`src/rtl/io_sink_serializer.sv`:
```
// Captures CPU write-back words into a FIFO and streams each one out as four bytes, LSB first.
// Optional build macro IO_SINK_DROP_COUNT_EN adds a saturating dropped-word counter on dropCount.
module io_sink_serializer #(
    parameter int DATAWIDTH = 25,
    parameter int DEPTH     = 8
) (
    input  logic                     clock,
    input  logic                     reset,
    input  logic                     outFlag,
    input  logic [DATAWIDTH-1:0]     dataIn,
    output logic [7:0]               byteOut,
    output logic                     byteValid,
    input  logic                     byteReady,
    output logic                     full,
    output logic                     empty,
    output logic [$clog2(DEPTH):0]   count,
    output logic                     overflow,
    output logic [7:0]               dropCount
);

    localparam int AW   = $clog2(DEPTH);
    localparam int CW   = AW + 1;
    localparam int PADW = (DATAWIDTH > 32) ? DATAWIDTH : 32;

    typedef enum logic {
        IDLE,
        SEND
    } serState;

    logic [DATAWIDTH-1:0] mem [DEPTH];
    logic [AW-1:0]        wrPtr;
    logic [AW-1:0]        rdPtr;
    serState              state;
    logic [1:0]           idx;
    logic [PADW-1:0]      shiftReg;
    logic [PADW-1:0]      headWord;
    logic                 xfer;
    logic                 lastByte;
    logic                 pop;
    logic                 push;
    logic                 drop;

    assign full  = (count == CW'(DEPTH));
    assign empty = (count == '0);

    // A pop feeds the serializer: either it is idle, or it is finishing byte 3 this edge.
    assign xfer     = (state == SEND) && byteReady;
    assign lastByte = xfer && (idx == 2'd3);
    assign pop      = !empty && ((state == IDLE) || lastByte);
    assign push     = outFlag && (!full || pop);
    assign drop     = outFlag && full && !pop;

    // Zero-extension makes bytes above DATAWIDTH read as 0.
    assign headWord = PADW'(mem[rdPtr]);

    // NOTE: the storage array has no reset; pointers and count define which entries are live.
    always_ff @(posedge clock) begin
        if (push) begin
            mem[wrPtr] <= dataIn;
        end
    end

    // NOTE: sequential state uses non-blocking assignments so every register sees pre-edge values.
    always_ff @(posedge clock or negedge reset) begin
        if (!reset) begin
            wrPtr    <= '0;
            rdPtr    <= '0;
            count    <= '0;
            overflow <= 1'b0;
        end else begin
            if (push) begin
                wrPtr <= wrPtr + AW'(1);
            end
            if (pop) begin
                rdPtr <= rdPtr + AW'(1);
            end
            case ({push, pop})
                2'b10:   count <= count + CW'(1);
                2'b01:   count <= count - CW'(1);
                default: count <= count;
            endcase
            if (drop) begin
                overflow <= 1'b1;
            end
        end
    end

    always_ff @(posedge clock or negedge reset) begin
        if (!reset) begin
            state     <= IDLE;
            idx       <= 2'd0;
            shiftReg  <= '0;
            byteOut   <= 8'h00;
            byteValid <= 1'b0;
        end else begin
            case (state)
                IDLE: begin
                    if (pop) begin
                        shiftReg  <= headWord;
                        byteOut   <= headWord[7:0];
                        idx       <= 2'd0;
                        byteValid <= 1'b1;
                        state     <= SEND;
                    end
                end
                SEND: begin
                    if (xfer) begin
                        if (idx != 2'd3) begin
                            shiftReg <= shiftReg >> 8;
                            byteOut  <= shiftReg[15:8];
                            idx      <= idx + 2'd1;
                        end else if (pop) begin
                            shiftReg <= headWord;
                            byteOut  <= headWord[7:0];
                            idx      <= 2'd0;
                        end else begin
                            byteOut   <= 8'h00;
                            idx       <= 2'd0;
                            byteValid <= 1'b0;
                            state     <= IDLE;
                        end
                    end
                end
                default: begin
                    state     <= IDLE;
                    byteValid <= 1'b0;
                end
            endcase
        end
    end

`ifdef IO_SINK_DROP_COUNT_EN
    logic [7:0] dropCnt;

    always_ff @(posedge clock or negedge reset) begin
        if (!reset) begin
            dropCnt <= 8'h00;
        end else if (drop && (dropCnt != 8'hFF)) begin
            dropCnt <= dropCnt + 8'h01;
        end
    end

    assign dropCount = dropCnt;
`else
    assign dropCount = 8'h00;
`endif

endmodule

```
`config.mk`:
```
export PLATFORM = sky130hd
export DESIGN_NAME = io_sink_serializer
export DESIGN_NICKNAME = d
export VERILOG_FILES = /design/src/rtl/io_sink_serializer.sv
export SDC_FILE = /design/constraint.sdc
export NUM_CORES = 1
export LEC_CHECK = 0
export BUFFER_PORTS_ARGS = -buffer_cell sky130_fd_sc_hd__buf_2
export CORE_MARGIN = 2
export CORE_UTILIZATION = 35
export CTS_CLUSTER_SIZE = 16
export DETAILED_ROUTE_END_ITERATION = 12
export SYNTH_ARGS = -nofsm -noshare
export SYNTH_HDL_FRONTEND = slang
export SYNTH_SLANG_ARGS = --single-unit
```
`constraint.sdc`:
```
create_clock -name clock -period 5.5 [get_ports clock]
set_clock_uncertainty 0.15 [all_clocks]
set_input_delay 0.55 -clock clock [delete_from_list [all_inputs] [get_ports clock]]
set_output_delay 0.55 -clock clock [all_outputs]
set_load 0.05 [all_outputs]
```
==> summary.md <==
* **run status** completed
* **data required time at the worst endpoint** 4.80 ns
* **critical path's top delay family** simple AND/OR/NAND/NOR gates
* **overall track demand over capacity in global routing** 14.1%
* **number of hold-repair buffers added at the cts stage** 0
* **maximum vdd drop** 0.000203 V
* **n_diodes** 0
* **row count** 60
* **Post-CTS Resized** 0
* **setup repair after global routing missed its margin** no
* **Post-DRT Antenna Nets** 0
* **CP startpoint kind** register
* **sequential fraction of the synthesis area** 74.3%
* **TritonCTS clock tree** done
* **sinks on the clock net** 247
* **number of DRC violations after detailed routing** 0
* **clock-pin slew of the registers on the worst-case setup and hold paths** 0.06 ns
* **initial antenna violation count** 1
* **Detailed Route WL** 19700 microns
* **fill cell instance count of the final layout** 2393
* **routed length per instance** 21.4 microns
* **first-pass GRT wire length** 30500 microns
* **Mapped Avg Cell Area** 19.0 sq um
* **Yosys cell types** 49
* **flops & latches, synth** 247
* **Psw** 1.89 mW
* **die extent in y** 170 microns
* **slew at the pin closest to its max-slew limit** 1.20 ns
* **highest clock frequency the design can meet** 0.359 GHz
* **total count of hold-check failures in the final report** 0
* **number of maximum-capacitance violations** 0
* **routed via count** 4825
* **starting density of the core** 35.8%
* **Slew Viols, Final** 0
* **critical path, cell by cell** or4_4 > clkinv_4 > buf_2
* **number of buffer cells added on primary ports** 44
* **# IOs** 53
* **largest fanout on the critical path** 15
* **share of async-settable or async-resettable flops after synthesis** 19.0%
* **Final TNS setup** 0 ns
* **cell type of the slowest stage on the worst timing path** sky130_fd_sc_hd__or4_4
* **predominant post-synthesis flop cell** sky130_fd_sc_hd__edfxtp_1
* **delay of the slowest cell on the worst path** 0.64 ns
* **DR vias/cell** 5.22
* **area of the core region** 27000 sq um
* **number of warnings printed during yosys synthesis** 0
* **final count of negative-setup-slack endpoints** 0
* **maximum number of pins on one net before global-route repair** 53
* **number of CTS-inserted buffers** 26
* **max_slew headroom** 19.8%
* **Lkg Pwr** 3.78 nW
* **clock tree root driver cell** sky130_fd_sc_hd__clkbuf_16
* **pwr/cell area** 541 nW/um^2
* **post-CTS setup-driven buffer insertion count** 0
* **synthesized instance count** 509
* **post-DP HPWL** 11200 microns
* **clock period minus final worst setup slack** 2.79 ns
* **crit end category** output pin
* **post-route fraction of the period consumed by the critical path** 50.7%
* **largest buffer count on any clock path** 3
* **vias in the first global route** 5105
* **Netlist Area Pre-Place** 9660 sq um
* **switching fraction of total power** 31.5%
* **# H-tree levels** 1
* **fraction of power consumed by combinational cells** 25.8%
* **sum of overflow across all layers after global routing** 0
* **sequential share of power** 45.3%
* **Total Die Area** 29000 sq um
* **number of iterations in the first detailed-routing pass** 4
* **clock group share of total power** 28.9%
* **count of flip-flops with a built-in enable after synthesis** 200
* **Buffers & Inverters on Critical Path** 2
* **Die X-Extent** 170 microns
* **kind of critical path** register to output pin
* **growth of design area from synthesis to finish** 14.9%
* **share of layout cells above drive strength 1** 29.2%
* **total internal power** 4.12 mW
* **final layout net count** 597
* **worst min-delay path category** input pin to async pin
* **last weighted congestion value of the routability-driven placer** 0.739
* **arrival time reported for the critical path endpoint** 2.09 ns
* **DRT iter0 DRCs** 474
* **Power Total** 6.01 mW
* **Clk Latency, worst-skew pair** 0.53 ns
[worst register-to-register path, stage by stage (launching register included)]
cell                       delay (ns)
sky130_fd_sc_hd__dfrtp_1         0.39
sky130_fd_sc_hd__ha_1            0.38
sky130_fd_sc_hd__a21boi_1        0.27
sky130_fd_sc_hd__a21boi_1        0.39
sky130_fd_sc_hd__nand2_1         0.22
sky130_fd_sc_hd__nor2_2          0.14
sky130_fd_sc_hd__buf_4           0.42
[Yosys cell counts (2+ instances only)]
| master | n | area [sq um] |
|---|---|---|
| sky130_fd_sc_hd__a211oi_1 | 5 | 37.5 |
| sky130_fd_sc_hd__a21boi_1 | 2 | 15.0 |
| sky130_fd_sc_hd__a21oi_1 | 10 | 50.1 |
| sky130_fd_sc_hd__a221oi_1 | 3 | 26.3 |
| sky130_fd_sc_hd__a31o_2 | 2 | 17.5 |
| sky130_fd_sc_hd__and2b_1 | 3 | 22.5 |
| sky130_fd_sc_hd__buf_2 | 7 | 35.0 |
| sky130_fd_sc_hd__buf_4 | 11 | 82.6 |
| sky130_fd_sc_hd__buf_6 | 5 | 56.3 |
| sky130_fd_sc_hd__clkbuf_1 | 10 | 37.5 |
| sky130_fd_sc_hd__dfrtp_1 | 47 | 1180 |
| sky130_fd_sc_hd__edfxtp_1 | 200 | 6010 |
| sky130_fd_sc_hd__ha_1 | 4 | 50.1 |
| sky130_fd_sc_hd__inv_1 | 2 | 7.51 |
| sky130_fd_sc_hd__mux2i_1 | 3 | 30.0 |
| sky130_fd_sc_hd__mux4_2 | 50 | 1130 |
| sky130_fd_sc_hd__nand2_1 | 16 | 60.1 |
| sky130_fd_sc_hd__nand2b_1 | 2 | 12.5 |
| sky130_fd_sc_hd__nor2_1 | 25 | 93.8 |
| sky130_fd_sc_hd__nor2b_1 | 13 | 81.3 |
| sky130_fd_sc_hd__nor3_1 | 5 | 25.0 |
| sky130_fd_sc_hd__nor3b_1 | 5 | 37.5 |
| sky130_fd_sc_hd__o21ai_0 | 9 | 45.0 |
| sky130_fd_sc_hd__o22ai_1 | 37 | 231 |
| sky130_fd_sc_hd__o32ai_1 | 3 | 26.3 |
| sky130_fd_sc_hd__xnor2_1 | 5 | 43.8 |
| sky130_fd_sc_hd__xor2_1 | 3 | 26.3 |
[registers in the layout, summed over array words and instances (netlist names)]
register	count
shiftReg	24
byteValid	1
byteOut	8
wrPtr	3
mem	200
rdPtr	3
overflow	1
count	4
state	1
idx	2
[cell usage in the layout, fill, tap and decap left out, types with 4 or more instances in the layout]
| cell | synthesis | layout |
|---|---|---|
| sky130_fd_sc_hd__xnor2_1 | 5 | 5 |
| sky130_fd_sc_hd__mux4_2 | 50 | 50 |
| sky130_fd_sc_hd__ha_1 | 4 | 4 |
| sky130_fd_sc_hd__dfrtp_1 | 47 | 45 |
| sky130_fd_sc_hd__nor2_1 | 25 | 22 |
| sky130_fd_sc_hd__buf_2 | 7 | 44 |
| sky130_fd_sc_hd__a21oi_1 | 10 | 10 |
| sky130_fd_sc_hd__o21ai_0 | 9 | 9 |
| sky130_fd_sc_hd__a211oi_1 | 5 | 5 |
| sky130_fd_sc_hd__clkbuf_16 | 0 | 27 |
| sky130_fd_sc_hd__clkinv_2 | 0 | 7 |
| sky130_fd_sc_hd__nor3b_1 | 5 | 5 |
| sky130_fd_sc_hd__nand2_1 | 16 | 16 |
| sky130_fd_sc_hd__o22ai_1 | 37 | 37 |
| sky130_fd_sc_hd__nor2b_1 | 13 | 13 |
| sky130_fd_sc_hd__conb_1 | 1 | 8 |
| sky130_fd_sc_hd__nor3_2 | 1 | 5 |
| sky130_fd_sc_hd__clkinv_1 | 1 | 4 |
| sky130_fd_sc_hd__buf_4 | 11 | 10 |
| sky130_fd_sc_hd__edfxtp_1 | 200 | 200 |
[path summary, 6_finish.rpt]
kind	startpoint	to	slack [ns]	cells after the start
setup / recovery	count[2]$_DFFE_PN0P_	empty	2.71	3
hold / removal	reset	idx[0]$_DFFE_PN0P_	0.08	1
setup reg to reg	idx[0]$_DFFE_PN0P_	mem[7][19]$_DFFE_PP_	2.76	6
hold reg to reg	overflow$_DFFE_PN0P_	overflow$_DFFE_PN0P_	0.33	1
max in group asynchronous	reset	rdPtr[0]$_DFFE_PN0P_	4.30	1
min in group clock	dataIn[7]	mem[2][7]$_DFFE_PP_	0.13	1
[final cells by class]
type / count / area, sq um / area share (%)
flip-flops and latches: 247 / 7190 / 64.7
multi-input cells: 231 / 2310 / 20.8
clock buffers: 30 / 697 / 6.28
well taps: 341 / 427 / 3.84
repair buffers: 54 / 295 / 2.66
clock inverters: 17 / 168 / 1.51
inverters: 4 / 20.0 / 0.180
[routing by layer]
metal	vias to the layer above	wire length, microns	track usage (%)
met4	2	379	4.46
met1	2509	8580	18.9
li1	2148	-	-
met5	-	13	0
met3	29	1070	2.77
met2	137	9700	23.2
[power groups by stage]
stage	logic (mW)	registers (mW)	clock network [mW]
floorplan	1.14	2.74	0
global placement	1.53	2.75	0
detailed placement	1.57	2.77	0
CTS	1.57	2.73	1.78
global route	1.67	2.78	1.85
finish	1.55	2.72	1.74
[kinds of logic after synthesis]
| family | after synthesis | synth area share [%] |
|---|---|---|
| flip-flops | 247 | 74.3 |
| AO/OA/AOI/OAI | 78 | 5.44 |
| AND/OR/NAND/NOR | 78 | 4.30 |
| multiplexers | 55 | 12.2 |
| buffers and inverters | 38 | 2.43 |
| XOR/XNOR | 8 | 0.725 |
| adder cells (fa/ha/maj) | 4 | 0.518 |
| other | 1 | 0.0388 |
[metrics by stage]
step | util, % | cell area (sq um) | hold slack (ns) | std cells | setup slack (ns)
after floorplan | - | 9690 | 0.104 | 516 | 1.22
after global placement | 37.9 | 10200 | 0.318 | 877 | 2.90
after detailed placement | 37.9 | 10200 | 0.309 | 877 | 2.78
after CTS | 41.1 | 11100 | 0.111 | 924 | 2.68
after global routing | 41.1 | 11100 | 0.137 | 924 | 2.49
final | 41.1 | 11100 | 0.0780 | 924 | 2.71
Power figures use the tool's default switching activity.
